`config.mk`:
```
export PLATFORM = sky130hd
export DESIGN_NAME = rgmii_rx_packer
export DESIGN_NICKNAME = d
export VERILOG_FILES = /design/src/rtl/rgmii_pkg.sv /design/src/rtl/rgmii_crc32.sv /design/src/rtl/rgmii_rx_packer.sv
export SDC_FILE = /design/constraint.sdc
export NUM_CORES = 1
export LEC_CHECK = 0
export ABC_AREA = 1
export BUFFER_PORTS_ARGS = -buffer_cell sky130_fd_sc_hd__buf_2
export CAP_MARGIN = 0
export CORE_MARGIN = 2
export CORE_UTILIZATION = 58
export DETAILED_ROUTE_END_ITERATION = 12
export PLACE_DENSITY_LB_ADDON = 0.15
export SLEW_MARGIN = 20
export SYNTH_ARGS = -nofsm -noshare
export SYNTH_HDL_FRONTEND = slang
export SYNTH_SLANG_ARGS = --single-unit
```
`constraint.sdc`:
```
create_clock -name rxClk -period 2.2 [get_ports rxClk]
set_input_delay 0.22 -clock rxClk [delete_from_list [all_inputs] [get_ports rxClk]]
set_output_delay 0.22 -clock rxClk [all_outputs]
set_load 0.05 [all_outputs]
```
`src/rtl/rgmii_pkg.sv`:
```
// rgmii_pkg: shared states, framing constants and byte-serial CRC-32 step for the RGMII receive path
package rgmii_pkg;
  typedef enum logic [1:0] {IDLE, PREAMBLE, DATA, DROP} rx_state_t;
  localparam logic [7:0] PREAMBLE_BYTE = 8'h55;
  localparam logic [7:0] SFD_BYTE = 8'hD5;
  localparam logic [31:0] CRC_RESIDUE = 32'hC704DD7B;
  localparam logic [31:0] CRC_POLY_REFL = 32'hEDB88320;
  function automatic logic [31:0] crc32_byte(input logic [31:0] crc, input logic [7:0] data);
    logic [31:0] c;
    c = crc ^ {24'h0, data};
    for (int i = 0; i < 8; i++) c = c[0] ? (c >> 1) ^ CRC_POLY_REFL : c >> 1;
    return c;
  endfunction
endpackage

```
`src/rtl/rgmii_crc32.sv`:
```
// rgmii_crc32: byte-serial reflected CRC-32 with clear/enable and FCS residue match
module rgmii_crc32
  import rgmii_pkg::*;
(
  input  logic       rxClk,
  input  logic       rstLcl,
  input  logic       i_clr,
  input  logic       i_en,
  input  logic [7:0] i_data,
  output logic       o_match
);
  logic [31:0] r_crc;
  logic [31:0] w_crc_rev;
  always_ff @(posedge rxClk or negedge rstLcl) begin
    if (!rstLcl) r_crc <= '1;
    else if (i_clr) r_crc <= '1;
    else if (i_en) r_crc <= crc32_byte(r_crc, i_data);
  end
  // residue constant is in MSB-first form, register is LSB-first
  assign w_crc_rev = {<<{r_crc}};
  assign o_match = w_crc_rev == CRC_RESIDUE;
endmodule

```
`src/rtl/rgmii_rx_packer.sv`:
```
// rgmii_rx_packer: strips preamble/SFD and packs RGMII bytes into keep/last/err words with stats
// RGMII_RX_FCS_CHECK_EN adds the CRC-32 FCS check on rxFcsErrOut
module rgmii_rx_packer
  import rgmii_pkg::*;
#(
  parameter int DATA_BYTES = 4,
  parameter int MAX_PREAMBLE = 7,
  parameter int CNT_W = 16
) (
  input  logic                    rxClk,
  input  logic                    rstLcl,
  input  logic [7:0]              rxDataIn,
  input  logic [1:0]              rxCtrlIn,
  input  logic                    mmcmLockedIn,
  output logic [8*DATA_BYTES-1:0] rxDataOut,
  output logic [DATA_BYTES-1:0]   rxKeepOut,
  output logic                    rxDataValidOut,
  output logic                    rxDataLastOut,
  output logic                    rxErrOut,
  output logic                    rxFcsErrOut,
  output logic [CNT_W-1:0]        frameCntOut,
  output logic [CNT_W-1:0]        errCntOut
);
  localparam int W = 8 * DATA_BYTES;
  localparam int IDX_W = DATA_BYTES > 1 ? $clog2(DATA_BYTES) : 1;
  localparam int PC_W = $clog2(MAX_PREAMBLE + 1);
  localparam logic [IDX_W-1:0] LAST_IDX = IDX_W'(DATA_BYTES - 1);

  rx_state_t r_state, w_state_nxt;
  logic [PC_W-1:0] r_pcnt, w_pcnt_nxt;
  logic [W-1:0] r_acc, w_acc_nxt, r_cw, w_cw_nxt, w_lane, w_data;
  logic [IDX_W-1:0] r_idx, w_idx_nxt;
  logic r_cw_vld, w_cw_vld_nxt, r_ferr, w_ferr_nxt;
  logic [DATA_BYTES-1:0] w_keep_part, w_keep;
  logic w_dv, w_er, w_sfd, w_wrap, w_fcs_bad;
  logic w_emit, w_last, w_bump_err, w_err_o, w_fcs_o, w_cnt_good, w_cnt_err;

  assign w_dv = rxCtrlIn[0];
  assign w_er = rxCtrlIn[0] ^ rxCtrlIn[1];
  assign w_sfd = w_dv && rxDataIn == SFD_BYTE;
  assign w_wrap = r_idx == LAST_IDX;
  assign w_lane = W'(rxDataIn) << (8 * r_idx);

  always_comb begin
    w_keep_part = '0;
    for (int i = 0; i < DATA_BYTES; i++) w_keep_part[i] = i < int'(r_idx);
  end

  always_ff @(posedge rxClk or negedge rstLcl) begin
    if (!rstLcl) r_state <= IDLE;
    else r_state <= w_state_nxt;
  end

  always_comb begin
    w_state_nxt = r_state;
    w_pcnt_nxt = r_pcnt;
    w_acc_nxt = r_acc;
    w_idx_nxt = r_idx;
    w_cw_nxt = r_cw;
    w_cw_vld_nxt = 1'b0;
    w_ferr_nxt = r_ferr;
    w_emit = 1'b0;
    w_last = 1'b0;
    w_bump_err = 1'b0;
    case (r_state)
      IDLE: if (mmcmLockedIn && w_dv) begin
        w_state_nxt = rxDataIn == PREAMBLE_BYTE ? PREAMBLE : DROP;
        w_pcnt_nxt = PC_W'(1);
        w_bump_err = rxDataIn != PREAMBLE_BYTE;
      end
      PREAMBLE: if (!mmcmLockedIn || !w_dv) w_state_nxt = IDLE;
      else if (w_sfd) begin
        w_state_nxt = DATA;
        w_acc_nxt = '0;
        w_idx_nxt = '0;
        w_ferr_nxt = 1'b0;
      end else if (rxDataIn == PREAMBLE_BYTE && r_pcnt < PC_W'(MAX_PREAMBLE)) w_pcnt_nxt = r_pcnt + 1'b1;
      else begin
        w_state_nxt = DROP;
        w_bump_err = 1'b1;
      end
      // a completed word waits one cycle so dv can decide whether it is the last
      DATA: if (!mmcmLockedIn || !w_dv) begin
        w_state_nxt = IDLE;
        w_emit = r_cw_vld || r_idx != '0;
        w_last = w_emit;
        w_bump_err = !w_emit;
      end else begin
        w_emit = r_cw_vld;
        w_ferr_nxt = r_ferr | w_er;
        w_idx_nxt = w_wrap ? '0 : r_idx + 1'b1;
        w_acc_nxt = w_wrap ? '0 : r_acc | w_lane;
        w_cw_nxt = r_acc | w_lane;
        w_cw_vld_nxt = w_wrap;
      end
      default: if (!mmcmLockedIn || !w_dv) w_state_nxt = IDLE;
    endcase
  end

`ifdef RGMII_RX_FCS_CHECK_EN
  logic w_crc_ok;
  rgmii_crc32 u_crc (
    .rxClk   (rxClk),
    .rstLcl  (rstLcl),
    .i_clr   (r_state == PREAMBLE && w_sfd),
    .i_en    (r_state == DATA && mmcmLockedIn && w_dv),
    .i_data  (rxDataIn),
    .o_match (w_crc_ok)
  );
  assign w_fcs_bad = !w_crc_ok;
`else
  assign w_fcs_bad = 1'b0;
`endif

  assign w_data = r_cw_vld ? r_cw : r_acc;
  assign w_keep = r_cw_vld ? '1 : w_keep_part;
  assign w_err_o = w_last && (!mmcmLockedIn || r_ferr);
  assign w_fcs_o = w_last && w_fcs_bad;
  assign w_cnt_good = w_last && !w_err_o && !w_fcs_o;
  assign w_cnt_err = w_bump_err || (w_last && (w_err_o || w_fcs_o));

  always_ff @(posedge rxClk or negedge rstLcl) begin
    if (!rstLcl) begin
      r_pcnt <= '0;
      r_acc <= '0;
      r_idx <= '0;
      r_cw <= '0;
      r_cw_vld <= 1'b0;
      r_ferr <= 1'b0;
      rxDataOut <= '0;
      rxKeepOut <= '0;
      rxDataValidOut <= 1'b0;
      rxDataLastOut <= 1'b0;
      rxErrOut <= 1'b0;
      rxFcsErrOut <= 1'b0;
      frameCntOut <= '0;
      errCntOut <= '0;
    end else begin
      r_pcnt <= w_pcnt_nxt;
      r_acc <= w_acc_nxt;
      r_idx <= w_idx_nxt;
      r_cw <= w_cw_nxt;
      r_cw_vld <= w_cw_vld_nxt;
      r_ferr <= w_ferr_nxt;
      rxDataOut <= w_emit ? w_data : '0;
      rxKeepOut <= w_emit ? w_keep : '0;
      rxDataValidOut <= w_emit;
      rxDataLastOut <= w_last;
      rxErrOut <= w_err_o;
      rxFcsErrOut <= w_fcs_o;
      if (w_cnt_good && frameCntOut != '1) frameCntOut <= frameCntOut + 1'b1;
      if (w_cnt_err && errCntOut != '1) errCntOut <= errCntOut + 1'b1;
    end
  end
endmodule

```
---- Yosys cells after proc, flatten, opt, wreduce, memory -nomap -nowiden ----
Cells that the tools add are included.
word-level totals
  register bits after elaboration ......... 144
  input port bits ......................... 13
  output and inout bits ................... 72
  logic and storage cells ................. 109
operators by class
  add/subtract/negate cells ............... 4
  $lt $le $gt $ge ......................... 4
  equal/unequal tests ..................... 15
  shift-type cells ........................ 1
  mux-type cells .......................... 42
  bitwise logic cells ..................... 4
  reduce and logical (&&, ||, !) cells .... 25
operators by type and width
  cell                                                                         count
  32-bit two-way mux                                                           6
  32-bit case mux with 2 select lines                                          1
  16-bit by 1-bit adder with 16-bit output, second input constant              2
  16-bit inequality test, second input constant                                2
  32-bit OR                                                                    1
  8-bit by 5-bit << shifter with 32-bit output                                 1
  2-bit two-way mux                                                            10
  1-bit two-way mux                                                            14
  3-bit two-way mux                                                            4
  2-bit inequality test, second input constant                                 6
  8-bit by 7-bit equality test with 1-bit output, second input constant        1
  8-bit equality test, second input constant                                   1
  1-bit logical AND                                                            8
  4-bit two-way mux                                                            2
  8-bit by 7-bit inequality test with 1-bit output, second input constant      1
  2-bit case mux with 2 select lines                                           2
  3-bit case mux with 2 select lines                                           1
  2-bit nonzero test                                                           3
  5-bit AND reduction                                                          1
  2-bit equality test, second input constant                                   2
  1-bit zero test                                                              4
  1-bit logical OR                                                             4
  1-bit by 2-bit less-than comparator with 1-bit output, first input constant  2
  4-bit inequality test, second input constant                                 1
  other kinds (15)                                                             15

---- Longest topological paths before layout ----
Gate-level depths: netlist of the first run.
  depth after elaboration ................. 8
  gate-level depth with buffers ........... 14
  mapped depth without buffers ............ 12

---- Worst setup path after synthesis of the first run ----
OpenSTA, ideal clock, no wires.
  path kind ............................... register to register
  from .................................... register errCntOut[0]
  to ...................................... register errCntOut[2]
  library setup time ...................... 0.120 ns
  arrival ................................. 1.870 ns
  required time ........................... 2.080 ns
  path slack .............................. 0.210 ns
  cell stages (with the launch flop) ...... 10
  buffers on the path ..................... 1
  period minus slack after synthesis ...... 1.990 ns
  path through ............................ dfrtp_1 > ha_1 > nand3_1 > nor2_2 > nand2_2 > nor2_4 > nand2_4 > buf_2 > nand3_1 > nand2_1
between the ends
  cells in the longest elaborated chain, start to end .. 2
  elaborated cells between the ends (all ways) .. 3
  classes of those cells .................. 1 x add/sub; 1 x eq/ne; 1 x reduce/logical
ends and longest elaborated chain
  item                                                                                              line                    RTL
  from (decl)                                                                                       rgmii_rx_packer.sv:22   output logic [CNT_W-1:0] errCntOut
  from (signal assigned)                                                                            rgmii_rx_packer.sv:152  if (w_cnt_err && errCntOut != '1) errCntOut <= errCntOut + 1'b1;
  parallel branches: the longest is 2 deep, another holds 16-bit by 1-bit adder with 16-bit output  n/a
Parallel ways; which one is timed is not known.
A chain may end at the register's enable or synchronous reset.

---- Worst setup path in the final report of the first run ----
  from .................................... register r_idx[0]
  to ...................................... register errCntOut[0]
between the ends
  cells in the longest elaborated chain, start to end .. 8
  elaborated cells between the ends (all ways) .. 11
  classes of those cells .................. 4 x mux; 7 x reduce/logical
ends and longest elaborated chain
  item                    line                    RTL
  from (decl)             rgmii_rx_packer.sv:32   logic [IDX_W-1:0] r_idx, w_idx_nxt;
  from (signal assigned)  rgmii_rx_packer.sv:141  r_idx <= w_idx_nxt;
  2-bit nonzero test *    rgmii_rx_packer.sv:85   w_emit = r_cw_vld || r_idx != '0;
  1-bit logical OR *      rgmii_rx_packer.sv:85
  1-bit two-way mux *     rgmii_rx_packer.sv:83   DATA: if (!mmcmLockedIn || !w_dv) begin
  1-bit two-way mux *     rgmii_rx_packer.sv:65   case (r_state)
  net w_last              rgmii_rx_packer.sv:36   logic w_emit, w_last, w_bump_err, w_err_o, w_fcs_o, w_cnt_good, w_cnt_err;
  1-bit logical AND       rgmii_rx_packer.sv:117  assign w_err_o = w_last && (!mmcmLockedIn || r_ferr);
  1-bit logical AND *     rgmii_rx_packer.sv:120  assign w_cnt_err = w_bump_err || (w_last && (w_err_o || w_fcs_o));
  1-bit logical OR *      rgmii_rx_packer.sv:120
  1-bit logical AND *     rgmii_rx_packer.sv:152
Mark *: on every way through the listed nets, which the timed path passes. The rest lies on a longest branch.

==> out/summary.txt, run 1 <==
Number of max-cap violations -> 0
Slew Viols, Final -> 0
Slew @ Worst Pin -> 574.8 ps
Setup_tns -> 0 ps
Root buffer cell -> clkbuf_16
RSZ-0062 raised after global routing -> no
Max Clk Rate -> 502.4 MHz
Iter 0 DRT Violations -> 606
Die Area -> 0.01230 sq mm
Critical-path cell list -> inv_1 -> ha_1 -> inv_1 -> nor2_1 -> inv_1 -> nand2_2 -> inv_1 -> o21ai_2 -> nand3_2 -> nand2_4 -> nand2_1 -> nand2_1
Final wirelength -> 15.58 mm
Port Buffers -> 83
Routability cong. -> 0.8947
Netlist cell types -> 35
Final Hold Vio Count -> 0
Mapped Nets -> 803
Post-route cell area -> 0.007821 sq mm
Final min period -> 1991 ps
Initial antenna violation count -> 0
Largest net degree at the start of global routing -> 63
Relative slew slack -> 61.68%
Layout Nets -> 889
CTS tree -> yes
Core area -> 0.01127 sq mm
Final WS setup -> 209.5 ps
# DRC -> 0
WP data arrival -> 2350 ps
Setup crit start kind -> register
CTS max path bufs -> 2
Post-Place Cell Area -> 0.007207 sq mm
Area grow syn2layout -> 18.03%
First-pass GRT wire length -> 26.50 mm
CTS Buf Count -> 17
Post-Syn Area -> 0.006626 sq mm
Share of layout cells above drive strength 1 -> 17.69%
Io pins -> 85
WL/cell -> 15.20 um
Antenna Nets Post-Route -> 0
PD cells -> 1313 mW/mm^2
Pleak -> 4.027 nW
Most used cell, CP -> inv_1
Die Ht -> 110.9 um
Critical path fanouts, max -> 18
CTS Sinks -> 144
Grt total ovfl -> 0
Ys Warns -> 0
Status -> finished, final reports clean
Later-pin clock latency in the skew report -> 420 ps
Pre-CTS setup slack -> 251.0 ps
Endpoint type of the worst setup path -> register
Synth Instances -> 785
Final HPWL DP -> 10.20 mm
Seq/Total Area, Yosys -> 54.38%
Avg Inst Size Synth -> 8.441 sq um
CP max-delay cell -> dfrtp_1
Flop2flop setup slack -> 210 ps
Critical path type -> register to register
Clock transition at path regs -> 60 ps
Worst vdd ir -> 1212 uV
Worst path max stage delay -> 380 ps
Via count -> 5631
Fin crit share -> 90.48%
CP top delay family -> simple AND/OR/NAND/NOR gates
Site row count -> 39
Critical Path RT -> 2560 ps
# diodes -> 0
H-tree Lvls -> 4
Post-CTS sizing -> 0
Register bit total from synthesis -> 144
Initial DRT Pass Iterations -> 6
Min-Delay Path Class -> input port to register
Via density -> 5.494
Total track usage -> 26.85%
Tot Pwr -> 0.01027 W
Clk_skew -> 6.996 ps
Vias in the first global route -> 5546
Final setup vio count -> 0
Chip width -> 110.9 um
Crit path buffers/inverters -> 4
Initial Util -> 58.79%
synthesized netlist by cell type:
master    instances  area (sq um)
nand4_1           4         25.02
buf_6             2         22.52
buf_4             2         15.01
nand3b_1          1         7.510
inv_2             2         7.510
a21oi_1          36         180.2
inv_1            76         285.3
nor3_2            1         10.01
nor3_1           12         60.06
ha_1              5         62.56
xnor2_1           5         43.79
dfrtp_1         144          3603
nor2_4            4         45.04
xor2_1           19         166.4
conb_1            1         3.750
nor2_2            4         25.02
nand2_4           3         33.78
a31oi_1          12         75.07
nor2_1           96         360.4
buf_1             2         7.510
or2_4             1         8.760
clkbuf_1         19         71.32
nand2_2           6         37.54
o31ai_1           4         30.03
nor3b_2           1         12.51
or3b_2            1         8.760
nand3_2           1         10.01
buf_2             9         45.04
nand3_1          66         330.3
o22ai_1           8         50.05
nand2_1         174         653.1
and2_1            1         6.260
a21oi_2           1         8.760
o21ai_2           1         8.760
o21ai_0          61         305.3
layout make-up:
| class | count | area (sq um) |
|---|---|---|
| clock inverter | 9 | 133.9 |
| fill | 888 | 3451 |
| tap | 143 | 178.9 |
| multi-input combinational | 529 | 2569 |
| timing repair buffer | 101 | 571.8 |
| sequential | 144 | 3605 |
| clock buffer | 21 | 470.5 |
| inverter | 78 | 292.8 |
cells by family (layout without fill, tap and decap cells):
| logic type | count (synthesis) | in the layout | share of synthesized area (%) |
|---|---|---|---|
| DFF | 144 | 144 | 54.38 |
| AOI/OAI and AO/OA | 123 | 123 | 9.932 |
| adders and majority gates | 5 | 5 | 0.9441 |
| buffers and inverters | 112 | 209 | 6.854 |
| and+or+nand+nor | 376 | 376 | 24.66 |
| xor gates and xnor gates | 24 | 24 | 3.172 |
| other | 1 | 1 | 0.05659 |
per-layer routing:
| metal | global-route usage (%) | part of all wire, % | vias to the layer above |
|---|---|---|---|
| li1 | - | - | 2690 |
| met1 | 35.94 | 43 | 2704 |
| met2 | 42.00 | 48 | 199 |
| met3 | 6.014 | 6.1 | 38 |
| met4 | 12.67 | 2.7 | 0 |
| met5 | 0 | 0 | - |
power by group:
part	switching, W	leakage, nW	internal (W)
combinational	0.00248	1.82	0.000968
sequential	0.000458	1.91	0.00344
clock	0.00106	0.295	0.00186
total	0.00400	4.03	0.00626
per-stage QoR:
stage	util [%]	cells	hold WS (ps)
global placement	63.94	994	230.9
global route	69.39	1025	166.0
floorplan	-	785	-75.59
finish	69.39	1025	149.5
CTS	69.39	1025	128.2
detailed placement	63.94	994	242.8
worst register-to-register path: cells and delay by family, from the launching register on:
| family | cells | cell delay, ps |
|---|---|---|
| compound gates | 1 | 70 |
| fa+ha+maj | 1 | 140 |
| buf+inv | 4 | 260 |
| flops | 1 | 380 |
| simple gates | 6 | 1070 |
sequential cells by signal, indices dropped and copies added, names as in the netlist, 3 cells and up:
name	count
r_acc	32
r_cw	32
rxDataOut	32
errCntOut	16
frameCntOut	16
rxKeepOut	4
r_pcnt	3
cells in the final DEF (no fill, tap or decap), drive strengths merged:
cell type,count
nand4,4
and2,1
nor3,13
a21oi,37
dlygate4sd3,1
nand2,183
conb,1
nand3b,1
or2,1
or3b,1
o22ai,8
clkbuf,21
o21ai,62
dfrtp,144
clkinv,5
buf,100
bufinv,3
nand3,67
xor2,19
inv,78
nor2,104
clkinvlp,1
xnor2,5
a31oi,12
o31ai,4
ha,5
nor3b,1
path summary, 6_finish.rpt:
kind,startpoint,end,depth (start not counted)
worst min-delay path,rxCtrlIn[1],r_ferr,4
min in group asynchronous,rstLcl,frameCntOut[4],2
worst max register to register,r_idx[0],errCntOut[0],12
max in group asynchronous,rstLcl,r_cw[4],3
worst min register to register,r_cw[29],r_cw[29],2
worst max-delay path,r_idx[0],errCntOut[0],12
timing repair:
action	CTS	global route
endpoints found under the hold margin	58	0
hold buffers	1	0
buffers inserted	0	0
Note: power is estimated with default switching activity, not from simulation.
==> inputs of run 2 (changes only) <==
- SKIP_LAST_GASP: not set -> 1
- clock period: 2.2 -> 1.9 ns (I/O delays scaled with it)
==> out/summary.txt, run 2 (synthesized netlist as in run 1, its figures left out) <==
Largest net degree at the start of global routing -> 43 (was 63)
First-pass GRT wire length -> 25.92 mm (was 26.50 mm)
Relative slew slack -> 64.29% (was 61.68%)
Pleak -> 4.092 nW (was 4.027 nW)
Routability cong. -> 0.8714 (was 0.8947)
Tot Pwr -> 0.01232 W (was 0.01027 W)
PD cells -> 1543 mW/mm^2 (was 1313 mW/mm^2)
Root buffer cell -> clkbuf_16 (unchanged)
Area occupied by multi-input gates -> 0.002590 sq mm (was 0.002569 sq mm)
Via density -> 5.494 (about the same)
# DRC -> 0 (unchanged)
Final Non-Filler Cells -> 1031 (was 1025)
Inst Count DP -> 998 (was 994)
Final min period -> 1728 ps (was 1991 ps)
Iter 0 DRT Violations -> 609 (was 606)
Die Area -> 0.01230 sq mm (unchanged)
Critical-path cell list -> inv_1 -> ha_1 -> inv_1 -> nor2_2 -> inv_1 -> nand2_2 -> inv_1 -> o21ai_2 -> nand3_4 -> buf_4 -> nand3_1 -> nand2_1 (was inv_1 -> ha_1 -> inv_1 -> nor2_1 -> inv_1 -> nand2_2 -> inv_1 -> o21ai_2 -> nand3_2 -> nand2_4 -> nand2_1 -> nand2_1)
Setup_tns -> 0 ps (unchanged)
Commonest non-fill, non-tap cell in the layout -> nand2_1 (unchanged)
Later-pin clock latency in the skew report -> 430 ps (was 420 ps)
Setup crit start kind -> register (unchanged)
Total track usage -> 26.25% (was 26.85%)
Area grow syn2layout -> 20.47% (was 18.03%)
Worst path max stage delay -> 380 ps (about the same)
CTS Buf Count -> 17 (unchanged)
Status -> finished, final reports clean (unchanged)
Layout Nets -> 893 (was 889)
# diodes -> 0 (unchanged)
CTS Sinks -> 144 (unchanged)
WP data arrival -> 2040 ps (was 2350 ps)
Initial antenna violation count -> 0 (unchanged)
Clock transition at path regs -> 60 ps (about the same)
Hold Slack -> 100.8 ps (was 149.5 ps)
Most used cell, CP -> inv_1 (unchanged)
CTS tree -> yes (unchanged)
CP top delay family -> buffers and inverters (was simple AND/OR/NAND/NOR gates)
Fin util -> 70.82% (was 69.39%)
Initial Util -> 58.79% (unchanged)
Critical Path RT -> 2210 ps (was 2560 ps)
Core area -> 0.01127 sq mm (unchanged)
Slew @ Worst Pin -> 531.6 ps (was 574.8 ps)
Via count -> 5664 (was 5631)
Critical path fanouts, max -> 11 (was 18)
Max Clk Rate -> 578.8 MHz (was 502.4 MHz)
Share of layout cells above drive strength 1 -> 18.58% (was 17.69%)
Die Ht -> 110.9 um (unchanged)
H-tree Lvls -> 4 (unchanged)
Final setup vio count -> 0 (unchanged)
Register Area -> 0.003607 sq mm (was 0.003605 sq mm)
Io pins -> 85 (unchanged)
Min-Delay Path Class -> input port to register (unchanged)
Antenna Nets Post-Route -> 0 (unchanged)
RSZ-0062 raised after global routing -> yes (was no)
Commonest non-fill, non-tap cells in the layout -> nand2_1 (174), dfrtp_1 (141), nor2_1 (95), buf_2 (82), inv_1 (76) (was nand2_1 (174), dfrtp_1 (143), nor2_1 (96), buf_2 (82), inv_1 (76))
Grt total ovfl -> 0 (unchanged)
Number of max-cap violations -> 0 (unchanged)
Chip width -> 110.9 um (unchanged)
Site row count -> 39 (unchanged)
Final HPWL DP -> 10.23 mm (was 10.20 mm)
WL/cell -> 15.18 um (was 15.20 um)
Vias in the first global route -> 5469 (was 5546)
Slew Viols, Final -> 0 (unchanged)
Clk_skew -> 7.558 ps (was 6.996 ps)
Fin crit share -> 90.94% (was 90.48%)
Post-CTS setup buffer count -> 0 (unchanged)
Largest registers -> r_acc x32, r_cw x32, rxDataOut x32 (unchanged)
Crit path buffers/inverters -> 5 (was 4)
Initial DRT Pass Iterations -> 5 (was 6)
Port Buffers -> 83 (unchanged)
Final wirelength -> 15.65 mm (was 15.58 mm)
Critical path type -> register to register (unchanged)
CP max-delay cell -> dfrtp_1 (unchanged)
Final Hold Vio Count -> 0 (unchanged)
Fill cell count -> 848 (was 888)
Endpoint type of the worst setup path -> register (unchanged)
CTS max path bufs -> 2 (unchanged)
Worst vdd ir -> 1030 uV (was 1212 uV)
-- run 2: changes by cell type in the layout (fill, tap and decap cells not counted), moves of 2 or more --
cell,previous run,this run
dfrtp_1,143,141
clkinv_2,2,0
dfrtp_2,1,3
buf_12,1,5
inv_6,0,3
bufinv_16,3,5
-- run 2: timing repair --
action / in CTS / in global routing
resized for setup: 0 / 4
endpoints found under the setup margin: 0 / 19
endpoints found under the hold margin: 35 / 0
hold buffers: 1 / 0
-- run 2: per-layer routing --
layer / up-vias / track usage [%] / share of wire (%)
met5: - / 0 / 0
met4: 0 / 10.75 / 2.7
met3: 40 / 6.397 / 5.5
met2: 175 / 42.94 / 50
met1: 2743 / 33.83 / 42
li1: 2706 / - / -
-- run 2: worst register-to-register path, stage by stage, from the launching register on --
cell and delay, ps:
dfrtp_1 380, inv_1 90, ha_1 150, inv_1 70, nor2_2 90, inv_1 50
nand2_2 90, inv_1 70, o21ai_2 90, nand3_4 150, buf_4 220, nand3_1 90
nand2_1 60
-- run 2: where the power goes --
part / switching, W / internal [W]
logic: 0.00290 / 0.00121
registers: 0.000519 / 0.00398
clock network: 0.00129 / 0.00242
total: 0.00471 / 0.00761
-- run 2: area by class of cell --
cell class / count / area share, %
flip-flops and latches: 144 / 45.19
inverters: 78 / 3.668
well taps: 143 / 2.241
multi-input cells: 529 / 32.45
repair buffers: 105 / 8.166
clock inverters: 11 / 2.524
clock buffers: 21 / 5.768
-- run 2: metrics by stage --
stage          setup WS, ps  cell area (sq um)
6_report              172.2               7983
5_1_grt              -5.044               7983
4_1_cts               92.93               7961
3_5_place_dp          107.6               7289
3_3_place_gp          224.2               7289
2_1_floorplan         32.12               6631
-- run 2: worst paths after layout --
path / slack (ps) / depth (start not counted) / endpoint / startpoint
worst max-delay path: 170 / 12 / errCntOut[0] / r_idx[0]
min in group asynchronous: 240 / 2 / frameCntOut[6] / rstLcl
worst min-delay path: 100 / 4 / r_ferr / rxCtrlIn[1]
max in group asynchronous: 1050 / 3 / rxDataOut[4] / rstLcl
worst min register to register: 480 / 2 / r_cw[22] / r_cw[22]
worst max register to register: 170 / 12 / errCntOut[0] / r_idx[0]
